File: config.mk
export PLATFORM = sky130hd
export DESIGN_NAME = leds_trace
export DESIGN_NICKNAME = d
export VERILOG_FILES = /design/src/rtl/leds_trace_pkg.sv /design/src/rtl/sync_fifo.sv /design/src/rtl/leds_trace.sv
export SDC_FILE = /design/constraint.sdc
export NUM_CORES = 1
export LEC_CHECK = 0
export ABC_AREA = 1
export BUFFER_PORTS_ARGS = -buffer_cell sky130_fd_sc_hd__buf_2
export CAP_MARGIN = 5
export CORE_MARGIN = 2
export CORE_UTILIZATION = 28
export CTS_CLUSTER_SIZE = 40
export DETAILED_ROUTE_END_ITERATION = 8
export REMOVE_ABC_BUFFERS = 1
export SKIP_CTS_REPAIR_TIMING = 1
export SLEW_MARGIN = 40
export SYNTH_ARGS = -nofsm -noshare
export SYNTH_HDL_FRONTEND = slang
export SYNTH_HIERARCHICAL = 1
export SYNTH_SLANG_ARGS = --single-unit
File: constraint.sdc
create_clock -name CLK -period 28.3 [get_ports CLK]
set_input_delay 5.66 -clock CLK [delete_from_list [all_inputs] [get_ports CLK]]
set_output_delay 5.66 -clock CLK [all_outputs]
set_load 0.01 [all_outputs]
File: src/rtl/leds_trace_pkg.sv
// Shared types and default sizing for the LED change-trace buffer.
package leds_trace_pkg;

  localparam int LT_WIDTH      = 6;
  localparam int LT_DEPTH      = 16;
  localparam int LT_TS_WIDTH   = 16;
  localparam int LT_DROP_WIDTH = 8;

  localparam int PTR_W = $clog2(LT_DEPTH);
  localparam int CNT_W = PTR_W + 1;

  // One logged event: bus value and the timestamp of the edge that saw it.
  typedef struct packed {
    logic [LT_WIDTH-1:0]    leds;
    logic [LT_TS_WIDTH-1:0] ts;
  } record_t;

endpackage

File: src/rtl/sync_fifo.sv
// Single-clock FIFO with registered storage and an occupancy counter.
// Full/empty come from the counter, so pointers can wrap freely.
module sync_fifo #(
  parameter int DATA_W = 22,
  parameter int DEPTH  = 16
) (
  input  logic                     clk,
  input  logic                     rst,
  input  logic                     clear,
  input  logic                     push,
  input  logic                     pop,
  input  logic [DATA_W-1:0]        wr_data,
  output logic [DATA_W-1:0]        rd_data,
  output logic                     full,
  output logic                     empty,
  output logic [$clog2(DEPTH):0]   count
);

  localparam int PW = $clog2(DEPTH);
  localparam logic [PW:0] FULL_CNT = (PW+1)'(DEPTH);

  logic [DATA_W-1:0] mem [DEPTH];
  logic [PW-1:0]     wr_ptr;
  logic [PW-1:0]     rd_ptr;
  logic              do_push;
  logic              do_pop;

  assign empty   = (count == '0);
  assign full    = (count == FULL_CNT);
  assign do_pop  = pop && !empty;
  // A pop in the same cycle frees the slot, so a full FIFO can still accept.
  assign do_push = push && (!full || do_pop);
  assign rd_data = mem[rd_ptr];

  // Pointer and occupancy tracking; clear wins over any push/pop.
  always_ff @(posedge clk or posedge rst) begin
    if (rst) begin
      wr_ptr <= '0;
      rd_ptr <= '0;
      count  <= '0;
    end else if (clear) begin
      wr_ptr <= '0;
      rd_ptr <= '0;
      count  <= '0;
    end else begin
      if (do_push) wr_ptr <= wr_ptr + 1'b1;
      if (do_pop)  rd_ptr <= rd_ptr + 1'b1;
      case ({do_push, do_pop})
        2'b10:   count <= count + 1'b1;
        2'b01:   count <= count - 1'b1;
        default: count <= count;
      endcase
    end
  end

  // Storage is reset so the head output is never X, even when empty.
  always_ff @(posedge clk or posedge rst) begin
    if (rst) begin
      for (int i = 0; i < DEPTH; i++) mem[i] <= '0;
    end else if (do_push && !clear) begin
      mem[wr_ptr] <= wr_data;
    end
  end

endmodule

File: src/rtl/leds_trace.sv
// Change-trace buffer: logs {value, timestamp} whenever the monitored bus
// changes, and exposes the log through a valid/ready drain port.
module leds_trace
  import leds_trace_pkg::*;
#(
  parameter int WIDTH      = LT_WIDTH,
  parameter int DEPTH      = LT_DEPTH,
  parameter int TS_WIDTH   = LT_TS_WIDTH,
  parameter int DROP_WIDTH = LT_DROP_WIDTH
) (
  input  logic                     CLK,
  input  logic                     RESET,
  input  logic [WIDTH-1:0]         LEDS,
  input  logic                     EN,
  input  logic                     CLEAR,
  output logic                     RD_VALID,
  input  logic                     RD_READY,
  output logic [WIDTH-1:0]         RD_LEDS,
  output logic [TS_WIDTH-1:0]      RD_TS,
  output logic [$clog2(DEPTH):0]   COUNT,
  output logic                     OVERFLOW,
  output logic [DROP_WIDTH-1:0]    DROP_CNT
);

  typedef struct packed {
    logic [WIDTH-1:0]    leds;
    logic [TS_WIDTH-1:0] ts;
  } rec_t;

  rec_t                wr_rec;
  rec_t                rd_rec;
  logic [WIDTH-1:0]    prev;
  logic [TS_WIDTH-1:0] ts;
  logic                change;
  logic                full;
  logic                empty;
  logic                drop;

  assign change   = EN && (LEDS != prev);
  assign wr_rec   = '{leds: LEDS, ts: ts};
  // Discard only when full and nothing leaves this cycle; CLEAR suppresses it.
  assign drop     = change && full && !RD_READY && !CLEAR;
  assign RD_VALID = !empty;
  assign RD_LEDS  = rd_rec.leds;
  assign RD_TS    = rd_rec.ts;

  // Previous sample tracks the bus unconditionally, even while disabled or clearing.
  always_ff @(posedge CLK or posedge RESET) begin
    if (RESET) prev <= '0;
    else       prev <= LEDS;
  end

  // Free-running timestamp, wrapping naturally at its width.
  always_ff @(posedge CLK or posedge RESET) begin
    if (RESET)      ts <= '0;
    else if (CLEAR) ts <= '0;
    else            ts <= ts + 1'b1;
  end

  // Sticky overflow flag and saturating count of discarded records.
  always_ff @(posedge CLK or posedge RESET) begin
    if (RESET) begin
      OVERFLOW <= 1'b0;
      DROP_CNT <= '0;
    end else if (CLEAR) begin
      OVERFLOW <= 1'b0;
      DROP_CNT <= '0;
    end else if (drop) begin
      OVERFLOW <= 1'b1;
      if (DROP_CNT != '1) DROP_CNT <= DROP_CNT + 1'b1;
    end
  end

  sync_fifo #(
    .DATA_W (WIDTH + TS_WIDTH),
    .DEPTH  (DEPTH)
  ) u_fifo (
    .clk     (CLK),
    .rst     (RESET),
    .clear   (CLEAR),
    .push    (change),
    .pop     (RD_READY),
    .wr_data (wr_rec),
    .rd_data (rd_rec),
    .full    (full),
    .empty   (empty),
    .count   (COUNT)
  );

endmodule

==> results of run 1 <==
-- flip-flops by register name, summed over array words and instances, names as in the netlist --
name	flops
u_fifo/mem	352
ts	16
prev	6
DROP_CNT	8
u_fifo/count	5
u_fifo/rd_ptr	4
OVERFLOW	1
u_fifo/wr_ptr	4
-- through the flow --
stage | util, % | instance area (µm²) | total power [mW] | hold slack, ns | std cells
2_1_floorplan | - | 18500 | 0.879 | 0.444 | 2369
3_3_place_gp | 29.4 | 20200 | 1.00 | 0.457 | 3383
3_5_place_dp | 29.6 | 20400 | 1.01 | 0.461 | 3387
4_1_cts | 31.6 | 21800 | 1.58 | 0.476 | 3462
5_1_grt | 31.8 | 21900 | 1.66 | 0.488 | 3465
6_report | 31.8 | 21900 | 1.57 | 0.474 | 3465
-- synthesized netlist by cell type, types with 2 or more instances --
| cell type | instances |
|---|---|
| sky130_fd_sc_hd__nor3b_1 | 2 |
| sky130_fd_sc_hd__o21a_1 | 2 |
| sky130_fd_sc_hd__nor3_2 | 5 |
| sky130_fd_sc_hd__dfrtp_1 | 396 |
| sky130_fd_sc_hd__nor3_4 | 13 |
| sky130_fd_sc_hd__buf_4 | 35 |
| sky130_fd_sc_hd__nor3_1 | 6 |
| sky130_fd_sc_hd__nand3_1 | 85 |
| sky130_fd_sc_hd__nand2_1 | 1153 |
| sky130_fd_sc_hd__a21oi_1 | 14 |
| sky130_fd_sc_hd__ha_1 | 10 |
| sky130_fd_sc_hd__o21ai_1 | 15 |
| sky130_fd_sc_hd__nand4_1 | 7 |
| sky130_fd_sc_hd__a31oi_1 | 2 |
| sky130_fd_sc_hd__buf_6 | 14 |
| sky130_fd_sc_hd__nor2_1 | 296 |
| sky130_fd_sc_hd__nor2_2 | 5 |
| sky130_fd_sc_hd__nand3_2 | 5 |
| sky130_fd_sc_hd__o211ai_1 | 88 |
| sky130_fd_sc_hd__nand2_2 | 14 |
| sky130_fd_sc_hd__inv_1 | 47 |
| sky130_fd_sc_hd__buf_2 | 74 |
| sky130_fd_sc_hd__clkbuf_1 | 49 |
| sky130_fd_sc_hd__inv_2 | 14 |
| sky130_fd_sc_hd__nor2_8 | 2 |
| sky130_fd_sc_hd__xor2_1 | 4 |
| sky130_fd_sc_hd__buf_1 | 12 |
| sky130_fd_sc_hd__o21ai_0 | 177 |
-- metal layers --
| layer | GRT usage (%) | vias up |
|---|---|---|
| met4 | 4.82 | 2 |
| met3 | 3.07 | 104 |
| li1 | - | 7935 |
| met5 | 0 | - |
| met2 | 26.7 | 646 |
| met1 | 25.0 | 8319 |
-- final cells by class --
cell class	count	area, µm²
sequential	396	9920
timing repair buffer	90	661
clock inverter	16	155
multi-input combinational	1910	8440
tap	931	1160
clock buffer	59	1270
inverter	63	251
fill	7292	47000
-- where the power goes --
group          switching (mW)  internal (mW)  total [mW]
logic                   0.265          0.121       0.386
registers              0.0226          0.591       0.614
clock network           0.240          0.332       0.572
total                   0.528           1.04        1.57
-- worst max-delay path: cells and delay by family, from the launching register on --
family	cells	cell delay (ns)
and+or+nand+nor	4	0.50
DFF	1	0.50
buffers and inverters	4	1.34
AOI/OAI and AO/OA	2	0.27
-- how the worst max path moves through the flow --
stage	from	to	slack, ns	cells after the start
floorplan	RESET	u_fifo/count[0]$_DFFE_PP0P_	12.51	1
global route	u_fifo/rd_ptr[0]$_DFFE_PP0P_	RD_LEDS[5]	19.16	10
detailed placement	LEDS[3]	u_fifo/mem[264]$_DFFE_PP0P_	19.48	12
global placement	LEDS[3]	u_fifo/mem[119]$_DFFE_PP0P_	19.11	12
finish	u_fifo/rd_ptr[0]$_DFFE_PP0P_	RD_TS[2]	19.34	10
CTS	u_fifo/rd_ptr[0]$_DFFE_PP0P_	RD_TS[2]	19.30	9
-- logic make-up (layout without fill, tap and decap cells) --
kind of cell / after synthesis / count (layout)
xor+xnor: 5 / 5
flops: 396 / 396
buf+inv: 248 / 228
simple gates: 1596 / 1596
fa+ha+maj: 11 / 11
compound gates: 298 / 298
==> parameters.txt, run 1 <==
Parameter                              Value

Setup path
  Critical path startpoint category ... flip-flop
  Beginning of the worst register-to-register path ... prev[4]$_DFF_PP0_
  WP data required ... 22.64 ns
  Data arrival time of the worst path ... 3.30 ns
  Worst setup path class ... reg2out
  Critical R2R Capture ... u_fifo/mem[289]$_DFFE_PP0P_
  Series of cell instances along the critical path ... inv_6 -> buf_16 -> buf_6 -> nor2_1 -> nor2_1 -> o21ai_0 -> o211ai_1 -> nand3_1 -> nand2_1 -> buf_2
  Critical Path Most Common Cell ... sky130_fd_sc_hd__nor2_1
  Worst setup EP type ... primary output
  Peak fanout along the critical path ... 83
  Worst reg2reg path depth ... 13
  Cell with the largest stage delay on the worst path ... sky130_fd_sc_hd__buf_6
  Longest individual stage delay on the worst path ... 0.62 ns
  Setup slack of the worst register-to-register path ... 25.12 ns

Yosys
  Main synth FF type ... sky130_fd_sc_hd__dfrtp_1
  Largest cells by area after synthesis ... sky130_fd_sc_hd__dfrtp_1 (51%), sky130_fd_sc_hd__nand2_1 (22%), sky130_fd_sc_hd__nor2_1 (5.7%), sky130_fd_sc_hd__o21ai_0 (4.5%), sky130_fd_sc_hd__o211ai_1 (3.4%)
  Post-synth design cell area ... 19600 µm²
  Parity-gate share of the synthesized area counting xor and xnor cells ... 0.224%
  Share of synthesized area occupied by flip-flops and latches ... 50.7%
  Number of flops mapped to enable cells by yosys ... 0
  Main combinational cell family by area after synthesis ... simple AND/OR/NAND/NOR gates
  Total of flip-flops plus latches after synthesis ... 396
  Portion of netlist area occupied by mux cells ... 0%
  Compound-gate portion of the synthesized area ... 8.79%
  Async set-or-reset flop fraction in the synthesized netlist ... 100%
  Share of Yosys cell area claimed by the top area cell type ... 50.7%
  Cell accounting for the most synthesized area ... sky130_fd_sc_hd__dfrtp_1
  Number of distinct library cells after synthesis ... 36
  Cell count after synthesis ... 2554
  Count of synthesis-stage warnings from yosys ... 6
  Average size of a mapped cell ... 7.66 µm²
  Post-Synth Adder-Cell Area ... 0.742%
  Post-synthesis share of cell area spent on and, or, nand and nor gates ... 33.0%

Timing
  TNS Setup ... 0 ns
  Min Clock Period, post-route ... 8.96 ns
  Top achievable clock speed ... 112 MHz
  Worst setup slack after layout ... 19.34 ns
  Skew final ... 0.0210 ns
  Transition time at the pin with the least slew margin ... 0.892 ns
  Final Max Slew Viols ... 0
  Worst slew slack as a fraction of its limit ... 40.4%
  Count of final setup violators ... 0
  Portion of the clock cycle consumed by the worst path in the final layout ... 31.7%
  Final hold violation count ... 0
  Unrepaired setup endpoints after global routing ... false

Floorplan
  Initial Util ... 28.4%
  Die Y-Extent ... 268 µm
  Num ports ... 48
  Core outline area ... 68800 µm²
  Die Wd ... 268 µm
  Area of the die ... 72000 µm²
  Number of core rows ... 96

Global routing
  Number of global-route vias before repair ... 16.3k
  Antenna violations before repair ... 1
  Pin count of the biggest net entering global routing ... 104
  Leftover overflow at the end of global routing ... 0
  Wire length of the first global-routing pass ... 96700 µm
  Global-route total usage across every layer ... 17.4%

Route
  Met1 routed wirelength after detailed routing ... 28700 µm
  Uppermost layer routed ... met5
  Drt drc ... 0
  Violation count after the first detailed-route iteration ... 1844
  Via count of the routed design ... 17.0k
  Met3 layer wire length in the routed design ... 4820 µm
  Final routed wirelength across all metal layers ... 62100 µm
  Remaining number of nets flagged by the antenna check after routing ... 0
  WL per Instance ... 17.9 µm
  Via-per-instance ratio ... 4.91
  Routed wire length on met2 ... 27200 µm
  First-pass DRT Iterations ... 5

Clock tree
  Number of buffers created by CTS ... 43
  Maximum clock path buffer count ... 3
  CTS Root Buffer Type ... sky130_fd_sc_hd__clkbuf_16
  Deepest level of the CTS H-tree ... 2
  Clock tree from TritonCTS ... built
  Total clock sinks ... 396
  Clock slew at reported path FFs ... 0.06 ns
  Worst skew pair latency ... 0.56 ns

Placement
  RD Place Congestion ... 0.802
  Port Buffer Count ... 47
  Detailed placer's ending HPWL ... 35000 µm
  Setup slack after placement ... 19.48 ns

Final layout
  Most common library cell in the layout ignoring fill and taps ... sky130_fd_sc_hd__nand2_1
  Final layout net count ... 2526
  Number of antenna cells inserted ... 0
  Fraction of final layout cells with drive strength greater than 1 ... 9.12%
  Most frequent cells in the layout ... sky130_fd_sc_hd__nand2_1 (1149), sky130_fd_sc_hd__dfrtp_1 (392), sky130_fd_sc_hd__nor2_1 (296)
  P&R area growth vs syn ... 11.8%

Min path
  Hold wc startpoint ... u_fifo/mem[333]$_DFFE_PP0P_
  Worst hold path cell count ... 2
  Hold-critical path endpoint ... u_fifo/mem[333]$_DFFE_PP0P_
  Worst hold path type ... reg2reg

Power
  Power density over the cells ... 71.9 nW/µm²
  Max VDD drop ... 0.0000441 V
  Leakage Power ... 11.6 nW

Job
  MaxCap Viol Count ... 0

Run status
  Status ... finished clean
No activity file was read; power rests on OpenSTA's default activity.
==> run 2: changes to the inputs <==
Clock period 28.3 ns to 7.31 ns, I/O delays scaled along.
==> parameters.txt, run 2 (synthesis gave the netlist of run 1 again) <==
Parameter                              Value

Floorplan
  Initial Util ... 28.4%
  Num ports ... 48
  Die Wd ... 268 µm
  Die Y-Extent ... 268 µm
  Number of core rows ... 96
  Core outline area ... 68800 µm²
  Area of the die ... 72000 µm²

Route
  Drt drc ... 0
  Final routed wirelength across all metal layers ... 62900 µm
  First-pass DRT Iterations ... 5
  Violation count after the first detailed-route iteration ... 1964
  Via-per-instance ratio ... 4.92
  WL per Instance ... 18.2 µm
  Via count of the routed design ... 17.0k
  Remaining number of nets flagged by the antenna check after routing ... 0

Final layout
  Most common library cell in the layout ignoring fill and taps ... sky130_fd_sc_hd__nand2_1
  Largest register FFs ... 352
  Area of the multi-input gates ... 8420 µm²
  Fill count ... 7335
  P&R area growth vs syn ... 11.4%
  Most frequent cells in the layout ... sky130_fd_sc_hd__nand2_1 (1151), sky130_fd_sc_hd__dfrtp_1 (392), sky130_fd_sc_hd__nor2_1 (296)
  Final layout net count ... 2524
  Top register by number of flip-flops ... u_fifo/mem
  Number of standard cells in the final layout excluding fillers ... 3461
  Number of antenna cells inserted ... 0
  Fraction of final layout cells with drive strength greater than 1 ... 8.85%
  Registers with the highest flip-flop counts ... u_fifo/mem (352), ts (16), DROP_CNT (8)
  Post-route cell area ... 21800 µm²
  Sequential cell area ... 9920 µm²

Global routing
  Pin count of the biggest net entering global routing ... 138
  Wire length of the first global-routing pass ... 98200 µm
  Global-route total usage across every layer ... 17.7%
  Number of global-route vias before repair ... 16.4k
  Leftover overflow at the end of global routing ... 0
  Antenna violations before repair ... 0

Timing
  Unrepaired setup endpoints after global routing ... false
  Worst slew slack as a fraction of its limit ... 40.3%
  Portion of the clock cycle consumed by the worst path in the final layout ... 63.8%
  Worst setup slack after layout ... 2.65 ns
  Top achievable clock speed ... 215 MHz
  Final Max Slew Viols ... 0
  Transition time at the pin with the least slew margin ... 0.894 ns
  Min Clock Period, post-route ... 4.66 ns
  Skew final ... 0.0241 ns
  Count of final setup violators ... 0
  Final hold violation count ... 0

Power
  Post-route total power ... 6.04 mW
  Part of the total power dissipated in sequential elements ... 39.6%
  Proportion of power drawn by the clock network ... 35.9%
  Fraction of power spent switching nets ... 33.8%
  Leakage Power ... 11.5 nW
  Fraction of power consumed by combinational cells ... 24.5%
  Internal power summed over all cells ... 4.00 mW
  Max VDD drop ... 0.000168 V
  Power density over the cells ... 277 nW/µm²
  Switching power ... 2.05 mW

Setup path
  Peak fanout along the critical path ... 105
  Data arrival time of the worst path ... 3.20 ns
  Worst reg2reg path depth ... 12
  Critical R2R Capture ... u_fifo/mem[265]$_DFFE_PP0P_
  Cell with the largest stage delay on the worst path ... sky130_fd_sc_hd__dfrtp_4
  WP data required ... 5.85 ns
  Series of cell instances along the critical path ... inv_8 -> buf_4 -> nor2_1 -> nor2_1 -> o21ai_0 -> o211ai_1 -> nand3_1 -> nand2_1 -> buf_2
  Worst setup EP type ... primary output
  Worst setup path class ... reg2out
  Longest individual stage delay on the worst path ... 0.62 ns
  Beginning of the worst register-to-register path ... prev[4]$_DFF_PP0_
  Critical path startpoint category ... flip-flop
  Critical Path Most Common Cell ... sky130_fd_sc_hd__nor2_1
  Setup slack of the worst register-to-register path ... 4.13 ns

Placement
  Placed insts ... 3387
  Port Buffer Count ... 47
  RD Place Congestion ... 0.788
  Area of placed instances ... 20300 µm²
  Setup slack after placement ... 2.74 ns
  Detailed placer's ending HPWL ... 35800 µm

Clock tree
  Worst skew pair latency ... 0.58 ns
  Deepest level of the CTS H-tree ... 2
  Number of buffers created by CTS ... 42
  Clock slew at reported path FFs ... 0.06 ns
  Clock tree from TritonCTS ... built
  CTS Root Buffer Type ... sky130_fd_sc_hd__clkbuf_16
  Maximum clock path buffer count ... 3
  Total clock sinks ... 396

Min path
  Hold wc startpoint ... u_fifo/mem[164]$_DFFE_PP0P_
  Worst hold path type ... reg2reg
  Hold-critical path endpoint ... u_fifo/mem[164]$_DFFE_PP0P_
  Worst hold path cell count ... 2

Run status
  Status ... finished clean

Job
  MaxCap Viol Count ... 0
==> run 2: layout make-up <==
class,instances,share of cell area [%]
Clock inverter,13,0.661
Inverter,63,1.17
Timing Repair Buffer,89,2.99
Tap cell,931,5.35
Sequential cell,396,45.5
Clock buffer,59,5.67
Multi-Input combinational cell,1910,38.6
==> run 2: layer usage <==
layer  up-vias  track usage (%)  share of wire (%)
li1       7942                -                  -
met1      8320             26.1                 46
met2       665             27.2                 44
met3        92             2.60                8.1
met4         0             4.59                2.2
met5         -                0                  0
==> run 2: worst max-delay path by stage <==
stage	endpoint	slack (ns)	start	cells after the start
4_1_cts	RD_TS[12]	2.60	u_fifo/rd_ptr[0]$_DFFE_PP0P_	9
5_1_grt	RD_TS[12]	2.48	u_fifo/rd_ptr[0]$_DFFE_PP0P_	9
6_report	RD_TS[12]	2.65	u_fifo/rd_ptr[0]$_DFFE_PP0P_	9
2_1_floorplan	u_fifo/count[0]$_DFFE_PP0P_	-4.28	RESET	1
3_5_place_dp	u_fifo/mem[22]$_DFFE_PP0P_	2.74	LEDS[3]	13
3_3_place_gp	u_fifo/mem[22]$_DFFE_PP0P_	2.43	LEDS[2]	13
==> run 2: power by group through the flow <==
stage          combinational [mW]  clock, mW  sequential, mW
5_1_grt                      1.68       2.30            2.41
3_3_place_gp                 1.45          0            2.45
2_1_floorplan               0.920          0            2.48
6_report                     1.48       2.17            2.39
3_5_place_dp                 1.45          0            2.45
4_1_cts                      1.46       2.21            2.42
==> run 2: metrics by stage <==
step	hold WS, ns	util [%]	setup TNS (ns)
floorplan	0.444	-	-1563.70
global placement	0.457	29.5	0
detailed placement	0.460	29.6	0
CTS	0.477	31.6	0
global route	0.492	31.7	0
finish	0.473	31.7	0
==> run 2: worst max-delay path: cells and delay by family (launching register included) <==
family	cells	cell delay [ns]
AOI/OAI and AO/OA	2	0.22
buffers and inverters	3	1.22
DFF	1	0.62
and+or+nand+nor	4	0.49
==> run 3: changes to the inputs <==
Settings changed: ABC_AREA 1 to 0.
Clock period 7.31 ns to 3.75 ns, I/O delays scaled along.
==> parameters.txt, run 3 <==
Parameter                              Value

Route
  First-pass DRT Iterations ... 5
  Via-per-instance ratio ... 4.87
  Final routed wirelength across all metal layers ... 43300 µm
  Via count of the routed design ... 10.5k
  Violation count after the first detailed-route iteration ... 664
  Remaining number of nets flagged by the antenna check after routing ... 0
  WL per Instance ... 20.2 µm
  Drt drc ... 0

Final layout
  Fraction of final layout cells with drive strength greater than 1 ... 42.7%
  Most frequent cells in the layout ... sky130_fd_sc_hd__dfrtp_1 (394), sky130_fd_sc_hd__mux2_2 (272), sky130_fd_sc_hd__mux4_2 (88)
  Fill count ... 6221
  Largest register FFs ... 352
  Final core area utilization ... 32.9%
  Final layout net count ... 1285
  Most common library cell in the layout ignoring fill and taps ... sky130_fd_sc_hd__dfrtp_1
  Registers with the highest flip-flop counts ... u_fifo/mem (352), ts (16), DROP_CNT (8)
  P&R area growth vs syn ... 16.4%
  Post-route cell area ... 21200 µm²
  Top register by number of flip-flops ... u_fifo/mem
  Number of antenna cells inserted ... 0

Yosys
  Total of flip-flops plus latches after synthesis ... 396
  Most common cell in the netlist ... sky130_fd_sc_hd__dfrtp_1
  Cell count after synthesis ... 1216
  Main synth FF type ... sky130_fd_sc_hd__dfrtp_1
  Post-synth design cell area ... 18200 µm²
  Number of flops mapped to enable cells by yosys ... 0
  Average size of a mapped cell ... 14.9 µm²
  Share of synthesized area occupied by flip-flops and latches ... 54.5%
  Cell accounting for the most synthesized area ... sky130_fd_sc_hd__dfrtp_1
  Share of Yosys cell area claimed by the top area cell type ... 54.5%
  Async set-or-reset flop fraction in the synthesized netlist ... 100%
  Largest cells by area after synthesis ... sky130_fd_sc_hd__dfrtp_1 (55%), sky130_fd_sc_hd__mux2_2 (17%), sky130_fd_sc_hd__mux4_2 (11%), sky130_fd_sc_hd__mux2_1 (5.1%), sky130_fd_sc_hd__a22oi_1 (1.8%)
  Synth cell count leaders ... sky130_fd_sc_hd__dfrtp_1 (396), sky130_fd_sc_hd__mux2_2 (272), sky130_fd_sc_hd__mux4_2 (88)
  Count of synthesis-stage warnings from yosys ... 6
  Number of distinct library cells after synthesis ... 52

Setup path
  Beginning of the worst register-to-register path ... prev[3]$_DFF_PP0_
  Data arrival time of the worst path ... 2.73 ns
  WP data required ... 3.00 ns
  Critical path startpoint category ... flip-flop
  Setup slack of the worst register-to-register path ... 0.54 ns
  Worst setup EP type ... primary output
  Critical Path End ... RD_LEDS[0]
  Peak fanout along the critical path ... 30
  Worst setup path class ... reg2out
  Worst setup path startpoint ... u_fifo/rd_ptr[0]$_DFFE_PP0P_
  Worst reg2reg path depth ... 12
  Critical R2R Capture ... u_fifo/count[4]$_DFFE_PP0P_

Global routing
  Met2 track demand over resource ... 21.3%
  Pin count of the biggest net entering global routing ... 97
  Global-route total usage across every layer ... 13.3%
  Wire length of the first global-routing pass ... 68800 µm
  Number of global-route vias before repair ... 11.3k
  Met1 global-route usage ... 18.2%
  Antenna violations before repair ... 0
  GRT busiest layer ... met2
  Leftover overflow at the end of global routing ... 0
  Routing usage on met3 ... 2.30%

Power
  Power density over the cells ... 499 nW/µm²
  Leakage Power ... 9.83 nW
  Max VDD drop ... 0.000267 V

Placement
  Detailed placer's ending HPWL ... 28100 µm
  Area of placed instances ... 19800 µm²
  RD Place Congestion ... 0.704
  Port Buffer Count ... 47

Min path
  Worst hold path type ... in2async

Timing
  Transition time at the pin with the least slew margin ... 0.806 ns
  Final hold violation count ... 0
  Final Max Slew Viols ... 0
  Portion of the clock cycle consumed by the worst path in the final layout ... 92.7%
  Skew final ... 0.0183 ns
  Min Clock Period, post-route ... 3.48 ns
  Top achievable clock speed ... 288 MHz
  Count of final setup violators ... 0
  Unrepaired setup endpoints after global routing ... false
  Worst slew slack as a fraction of its limit ... 46.0%

Run status
  Status ... finished clean

Floorplan
  Die Wd ... 259 µm
  Core outline area ... 64300 µm²
  Initial Util ... 28.2%
  Number of core rows ... 93
  Num ports ... 48
  Die Y-Extent ... 259 µm
  Area of the die ... 66900 µm²

Clock tree
  Maximum clock path buffer count ... 3
  Deepest level of the CTS H-tree ... 2
  Clock slew at reported path FFs ... 0.06 ns
  Worst skew pair latency ... 0.57 ns
  CTS Root Buffer Type ... sky130_fd_sc_hd__clkbuf_16
  Number of buffers created by CTS ... 43
  Total clock sinks ... 396
  Clock tree from TritonCTS ... built

Job
  MaxCap Viol Count ... 0
[run 3: cell types whose count changed after synthesis, sizes merged, moves of 78 or more]
cell	delta
buf	-86
mux2	+354
mux4	+88
nand2	-1139
nand3	-78
nor2	-257
o211ai	-83
o21ai	-182
[run 3: worst max-delay path, cell delays in order (launching register included)]
cell                      delay (ns)
sky130_fd_sc_hd__dfrtp_4        0.65
sky130_fd_sc_hd__buf_12         0.31
sky130_fd_sc_hd__buf_4          0.21
sky130_fd_sc_hd__mux4_2         0.50
sky130_fd_sc_hd__a22oi_1        0.22
sky130_fd_sc_hd__nand2_1        0.09
sky130_fd_sc_hd__buf_2          0.16
[run 3: area by class of cell]
class / instances / area, µm² / share of cell area, %
multi-input cells: 709 / 7830 / 37.0
flip-flops and latches: 396 / 9920 / 46.9
inverters: 12 / 52.6 / 0.248
well taps: 855 / 1070 / 5.06
clock buffers: 63 / 1220 / 5.77
clock inverters: 12 / 126 / 0.597
repair buffers: 101 / 931 / 4.40
[run 3: metal layers]
metal,wire [µm],vias to the layer above
li1,-,4583
met1,20000,5625
met2,20400,175
met3,1810,84
met4,1080,0
met5,0,-
[run 3: metrics by stage]
stage	TNS, ns	instances	hold WS (ns)	setup WS (ns)	power (mW)
global placement	-0.0466	2056	0.467	-0.0466	6.53
global route	0	2148	0.233	0.110	11.1
detailed placement	-0.0268	2073	0.477	-0.0268	6.59
CTS	0	2148	0.202	0.188	10.7
finish	0	2148	0.205	0.274	10.5
floorplan	-2633.52	1117	0.452	-7.13	5.92
[run 3: cell families (layout without fill, tap and decap cells)]
group / after synthesis / count (layout) / share of synthesized area [%]
xor+xnor: 27 / 27 / 1.30
fa+ha+maj: 11 / 11 / 0.799
simple gates: 139 / 139 / 3.88
flops: 396 / 396 / 54.5
buf+inv: 111 / 188 / 2.89
mux: 446 / 446 / 33.1
compound gates: 86 / 86 / 3.53
[run 3: how the worst min path moves through the flow]
stage	to	depth (start not counted)	startpoint
after detailed placement	u_fifo/mem[272]$_DFFE_PP0P_	1	u_fifo/mem[272]$_DFFE_PP0P_
after global routing	prev[5]$_DFF_PP0_	2	RESET
after CTS	prev[5]$_DFF_PP0_	2	RESET
final	prev[5]$_DFF_PP0_	2	RESET
after global placement	u_fifo/mem[261]$_DFFE_PP0P_	1	u_fifo/mem[261]$_DFFE_PP0P_
after floorplan	u_fifo/mem[130]$_DFFE_PP0P_	1	u_fifo/mem[130]$_DFFE_PP0P_
[run 3: where the power goes]
group / switching [mW] / total (mW) / internal (mW)
sequential: 0.216 / 4.70 / 4.49
clock: 1.70 / 4.09 / 2.39
combinational: 0.938 / 1.75 / 0.814
total: 2.85 / 10.5 / 7.69
